## src/rtl/receive_response.sv

```systemverilog
// Response collector for the SD-card SPI path: hunts for the R1 token, then
// optionally shifts in an R3/R7 trailer or polls out R1b busy.
module receive_response #(
    parameter int NCR_MAX  = 8,
    parameter int BUSY_MAX = 65535
) (
    input  logic        clk_i,
    input  logic        reset_i,
    input  logic [7:0]  recvData_i,
    output logic        recvReq_o,
    input  logic        recvAck_i,
    input  logic [1:0]  respType_i,
    input  logic        respRecv_i,
    output logic        respAck_o,
    output logic [7:0]  r1_o,
    output logic [31:0] payload_o,
    output logic        timeout_o
);

    typedef enum logic [2:0] {
        S_IDLE,
        S_REQ,
        S_WAIT,
        S_EVAL,
        S_DONE
    } state_e;

    typedef enum logic [1:0] {
        PH_HUNT,
        PH_PAYLOAD,
        PH_BUSY
    } phase_e;

    localparam logic [15:0] NcrLimit     = 16'(NCR_MAX);
    localparam logic [15:0] BusyLimit    = 16'(BUSY_MAX);
    localparam logic [15:0] TrailerBytes = 16'd4;

    state_e      state_q, state_d;
    phase_e      phase_q, phase_d;
    logic [1:0]  type_q, type_d;
    logic [7:0]  byte_q, byte_d;
    logic [15:0] cnt_q, cnt_d;
    logic        req_q, req_d;
    logic        ack_q, ack_d;
    logic [7:0]  r1_q, r1_d;
    logic [31:0] payload_q, payload_d;
    logic        timeout_q, timeout_d;
    logic [15:0] cntInc;

    assign cntInc = cnt_q + 16'd1;

    always_ff @(posedge clk_i) begin
        if (reset_i) begin
            state_q   <= S_IDLE;
            phase_q   <= PH_HUNT;
            type_q    <= 2'd0;
            byte_q    <= 8'h00;
            cnt_q     <= 16'd0;
            req_q     <= 1'b0;
            ack_q     <= 1'b0;
            r1_q      <= 8'hFF;
            payload_q <= 32'h0;
            timeout_q <= 1'b0;
        end else begin
            state_q   <= state_d;
            phase_q   <= phase_d;
            type_q    <= type_d;
            byte_q    <= byte_d;
            cnt_q     <= cnt_d;
            req_q     <= req_d;
            ack_q     <= ack_d;
            r1_q      <= r1_d;
            payload_q <= payload_d;
            timeout_q <= timeout_d;
        end
    end

    always_comb begin
        state_d   = state_q;
        phase_d   = phase_q;
        type_d    = type_q;
        byte_d    = byte_q;
        cnt_d     = cnt_q;
        req_d     = req_q;
        ack_d     = ack_q;
        r1_d      = r1_q;
        payload_d = payload_q;
        timeout_d = timeout_q;

        case (state_q)
            S_IDLE: begin
                if (respRecv_i && !ack_q) begin
                    type_d    = respType_i;
                    timeout_d = 1'b0;
                    payload_d = 32'h0;
                    r1_d      = 8'hFF;
                    cnt_d     = 16'd0;
                    phase_d   = PH_HUNT;
                    state_d   = S_REQ;
                end
            end

            // Holding off until the engine has dropped its previous ack keeps the
            // byte handshake four-phase even straight out of reset.
            S_REQ: begin
                if (!recvAck_i) begin
                    req_d   = 1'b1;
                    state_d = S_WAIT;
                end
            end

            S_WAIT: begin
                if (recvAck_i) begin
                    byte_d  = recvData_i;
                    req_d   = 1'b0;
                    state_d = S_EVAL;
                end
            end

            S_EVAL: begin
                case (phase_q)
                    PH_HUNT: begin
                        if (!byte_q[7]) begin
                            r1_d  = byte_q;
                            cnt_d = 16'd0;
                            if (type_q == 2'd1) begin
                                phase_d = PH_PAYLOAD;
                                state_d = S_REQ;
                            end else if (type_q == 2'd2) begin
                                phase_d = PH_BUSY;
                                state_d = S_REQ;
                            end else begin
                                state_d = S_DONE;
                            end
                        end else begin
                            cnt_d = cntInc;
                            if (cntInc >= NcrLimit) begin
                                timeout_d = 1'b1;
                                state_d   = S_DONE;
                            end else begin
                                state_d = S_REQ;
                            end
                        end
                    end

                    PH_PAYLOAD: begin
                        payload_d = {payload_q[23:0], byte_q};
                        cnt_d     = cntInc;
                        state_d   = (cntInc >= TrailerBytes) ? S_DONE : S_REQ;
                    end

                    PH_BUSY: begin
                        if (byte_q != 8'h00) begin
                            state_d = S_DONE;
                        end else begin
                            cnt_d = cntInc;
                            if (cntInc >= BusyLimit) begin
                                timeout_d = 1'b1;
                                state_d   = S_DONE;
                            end else begin
                                state_d = S_REQ;
                            end
                        end
                    end

                    default: state_d = S_DONE;
                endcase
            end

            // Ack rises one clock after entering DONE, then waits for the
            // controller to drop its request before returning to idle.
            S_DONE: begin
                if (!ack_q) begin
                    ack_d = 1'b1;
                end else if (!respRecv_i) begin
                    ack_d   = 1'b0;
                    state_d = S_IDLE;
                end
            end

            default: state_d = S_IDLE;
        endcase
    end

    assign recvReq_o = req_q;
    assign respAck_o = ack_q;
    assign r1_o      = r1_q;
    assign payload_o = payload_q;
    assign timeout_o = timeout_q;

endmodule

```

## config.mk

```make
export PLATFORM = sky130hd
export DESIGN_NAME = receive_response
export DESIGN_NICKNAME = d
export VERILOG_FILES = /design/src/rtl/receive_response.sv
export SDC_FILE = /design/constraint.sdc
export NUM_CORES = 1
export LEC_CHECK = 0
export BUFFER_PORTS_ARGS = -buffer_cell sky130_fd_sc_hd__buf_2
export CORE_UTILIZATION = 30
export DETAILED_ROUTE_END_ITERATION = 8
export GPL_ROUTABILITY_DRIVEN = 0
export GPL_TIMING_DRIVEN = 0
export SETUP_SLACK_MARGIN = 0.3
export SKIP_CTS_REPAIR_TIMING = 1
export SLEW_MARGIN = 10
export SYNTH_ARGS = -nofsm -noshare
export SYNTH_HDL_FRONTEND = slang
export SYNTH_SLANG_ARGS = --single-unit
```

## constraint.sdc

```tcl
create_clock -name clk_i -period 3.4 [get_ports clk_i]
set_clock_uncertainty 0.15 [all_clocks]
set_input_delay 0.17 -clock clk_i [delete_from_list [all_inputs] [get_ports clk_i]]
set_output_delay 0.17 -clock clk_i [all_outputs]
set_load 0.02 [all_outputs]
```

==> impl_results.md <==
- Status: finished, final reports clean
- Syn Inst Count: ~460
- Critical path type: reg -> reg
- Vias: between 3000 and 4000
- Top-area cell type share of the netlist area: 0.4117
- Largest net degree at the start of global routing: 14
- Hold Path Stages: 4
- Most frequent cells in the layout: dfxtp_1, a21oi_1, buf_2, nor2_1, nand2_1
- Number of global-route vias before repair: about 3200
- Worst min-delay path category: in -> reg
- Worst Hold Endpoint: state_q[1]
- Area grow syn2layout: 26.18%
- Clock Path Buffers: 2
- Register area: 1481 um^2
- Clock network latency to the later pin of the worst-skew pair: 340 ps
- Fin Hold WS: just over 60 ps
- RSZ-0062 raised after global routing: true
- Compound-gate portion of the synthesized area: 0.1916
- Gate power share: 0.085
- Worst setup SP type: flip-flop
- Root Buffer: clkbuf_16
- Post-Synth Adder-Cell Area: 0.02434
- Max frequency: ~0.34 GHz
- Setup TNS Final: 0 ps
- Sw Ratio: 0.2333
- Yosys top cell by area: dfxtp_1
- Hold Fails Final Rpt: 0
- Core area: approximately 12000 um^2
- Share of cells above drive strength 1: 0.1547
- Initial DRC count: 190
- Routed len/inst: approximately 15 um
- # rows: 39
- Worst R2R Setup Slack: 450 ps
- Clock power frac: 0.509
- Max-slew violation count: 0
- Post-synth cell types: 51
- Area of the multi-input gates: 1974 um^2
- Power Internal: 1.679 mW
- Setup violators final: 0
- Syn_area_per_cell: ~7.8 um^2
- Final Cycle Share: 0.8662
- Critical path capture point type: flip-flop
- Initial Util: 0.3112
- Cts bufs inserted: 9
- Overall power: 2.190 mW
- Hold wc startpoint: recvAck_i
- Fillers: around 1200
- CP Max Fanout: 9
- I/O pin count: 57
- Peak supply drop: 0.3469 mV
- DRT Pass-1 Iters: 4
- Worst slew pin tran: 1031 ps
- Main combinational cell family by area after synthesis: simple AND/OR/NAND/NOR gates
- Relative slew margins: 0.3104
- Drt drc: 0
- Drt total wl: roughly 10000 um
- CP startpoint: cnt_q[1]
- Mux cell area share after synthesis: 0.03373
- Yosys warns: 0
- Final cell count without fillers: around 690
- Min Clock Period, post-route: just under 3000 ps
- Die W: 111.5 um
- MaxCap Viol Count: 0
- CP Data Required Time: between 3000 and 4000 ps
- Die height: between 100 and 150 um
- Drt via density: between 5 and 6
- Top post-synthesis cells by area: dfxtp_1, a21oi_1, nor2_1, nand3_1, nand2_1
- Switch Pwr: 0.5111 mW
- FF+latch count, synth: 74
- Initial antenna violation count: 0
- Mapped Area: around 3600 um^2
- # clock sinks: 74
- Simple-gate share of the synthesized area: 0.2782
- Seq/Total Area, Yosys: 0.4117
- FF-to-FF Start: cnt_q[1]
- Post-synth EDFFs: 0
- Crit path arrival time: about 3000 ps
- FFs w/ async S/R, synth: 0
- Cell count of the worst reg-to-reg path: 8
- Global-route wire length before repair: 16190 um
- Full die area: roughly 12000 um^2
- Gr usage total: 0.1641
- R2r endpoint: state_q[2]
- Htree depth: 3
- Clock transition at path regs: roughly 60 ps
- Inst Count DP: 660
- Post-detail-place hpwl: 7194 um
- PD cells: 482.4 nW/um^2
- Net Count, Synth: between 400 and 500
- Ant diodes: 0
- Sequential share of power: 0.406
- Most common cell after layout, fill and taps aside: dfxtp_1
- IO buf count: 56
- XOR/XNOR Fraction of Synth Area: 0.01217
- Detail Route Antenna Nets: 0
- Ys flop type: dfxtp_1
- GRT Residual Overflow: 0
- Nets: 559
- TritonCTS clock tree: yes
- Leak pwr: around 1.7 nW
==> worst max-delay path, stage by stage (launching register included) <==
cell and delay (ps):
dfxtp_1 500, ha_1 360, nand3_2 230, nor3_2 300, a31oi_1 160, nor4_4 400
nand3_1 130, a211o_1 310, o31a_1 290
==> how the worst max path moves through the flow <==
stage                  to  slack [ps]
2_1_floorplan  state_q[2]         790
3_3_place_gp   state_q[2]         280
3_5_place_dp   state_q[2]         220
4_1_cts        state_q[2]         200
5_1_grt        state_q[2]         270
6_report       state_q[2]         450
==> metrics by stage <==
stage | instance area (um^2) | util | setup slack, ps
after floorplan | 3598 | - | 785.6
after global placement | 4058 | 0.3509 | 275.5
after detailed placement | 4058 | 0.3509 | 222.5
after CTS | 4409 | 0.3813 | 202.9
after global routing | 4541 | 0.3926 | 273.6
final | 4541 | 0.3926 | 454.8
==> cell families after synthesis <==
logic type | count (synthesis)
mux | 12
simple gates | 204
fa+ha+maj | 7
compound gates | 114
xor+xnor | 5
flops | 74
buf+inv | 45
==> area by class of cell <==
| type | instances | area share |
|---|---|---|
| Clock inverter | 6 | 0.02480 |
| Multi-Input combinational cell | 342 | 0.4348 |
| Clock buffer | 10 | 0.05263 |
| Buffer | 35 | 0.03004 |
| Tap cell | 143 | 0.03940 |
| Sequential cell | 74 | 0.3263 |
| Timing Repair Buffer | 66 | 0.08377 |
| Inverter | 10 | 0.008267 |
==> cells in the mapped netlist (9+ instances only) <==
| cell type | number |
|---|---|
| inv_1 | 10 |
| nand2_1 | 38 |
| mux2i_1 | 11 |
| dfxtp_1 | 74 |
| nor2_1 | 59 |
| clkbuf_1 | 30 |
| nor3_1 | 18 |
| o21ai_0 | 13 |
| and3_1 | 9 |
| a21oi_1 | 63 |
| nand3_1 | 35 |
==> layer usage <==
layer / vias up / share of wire / global-route usage
met5: - / 0 / 0
met4: 0 / 0.012 / 0.06847
met3: 10 / 0.031 / 0.03484
met2: 64 / 0.48 / 0.2600
met1: 1674 / 0.48 / 0.2163
li1: 1789 / - / -
==> sequential cells by signal, indices dropped and copies added (netlist names) <==
name,cells
byte_q,8
cnt_q,16
payload_o,32
phase_q,2
r1_o,8
recvReq_o,1
respAck_o,1
state_q,3
timeout_o,1
type_q,2
==> power groups by stage <==
stage / combinational [mW] / clock [mW] / sequential (mW)
after floorplan: 0.117 / 0 / 0.911
after global placement: 0.174 / 0 / 0.907
after detailed placement: 0.177 / 0 / 0.908
after CTS: 0.177 / 1.13 / 0.889
after global routing: 0.206 / 1.18 / 0.890
final: 0.187 / 1.11 / 0.889
No activity file was read; power rests on OpenSTA's default activity.
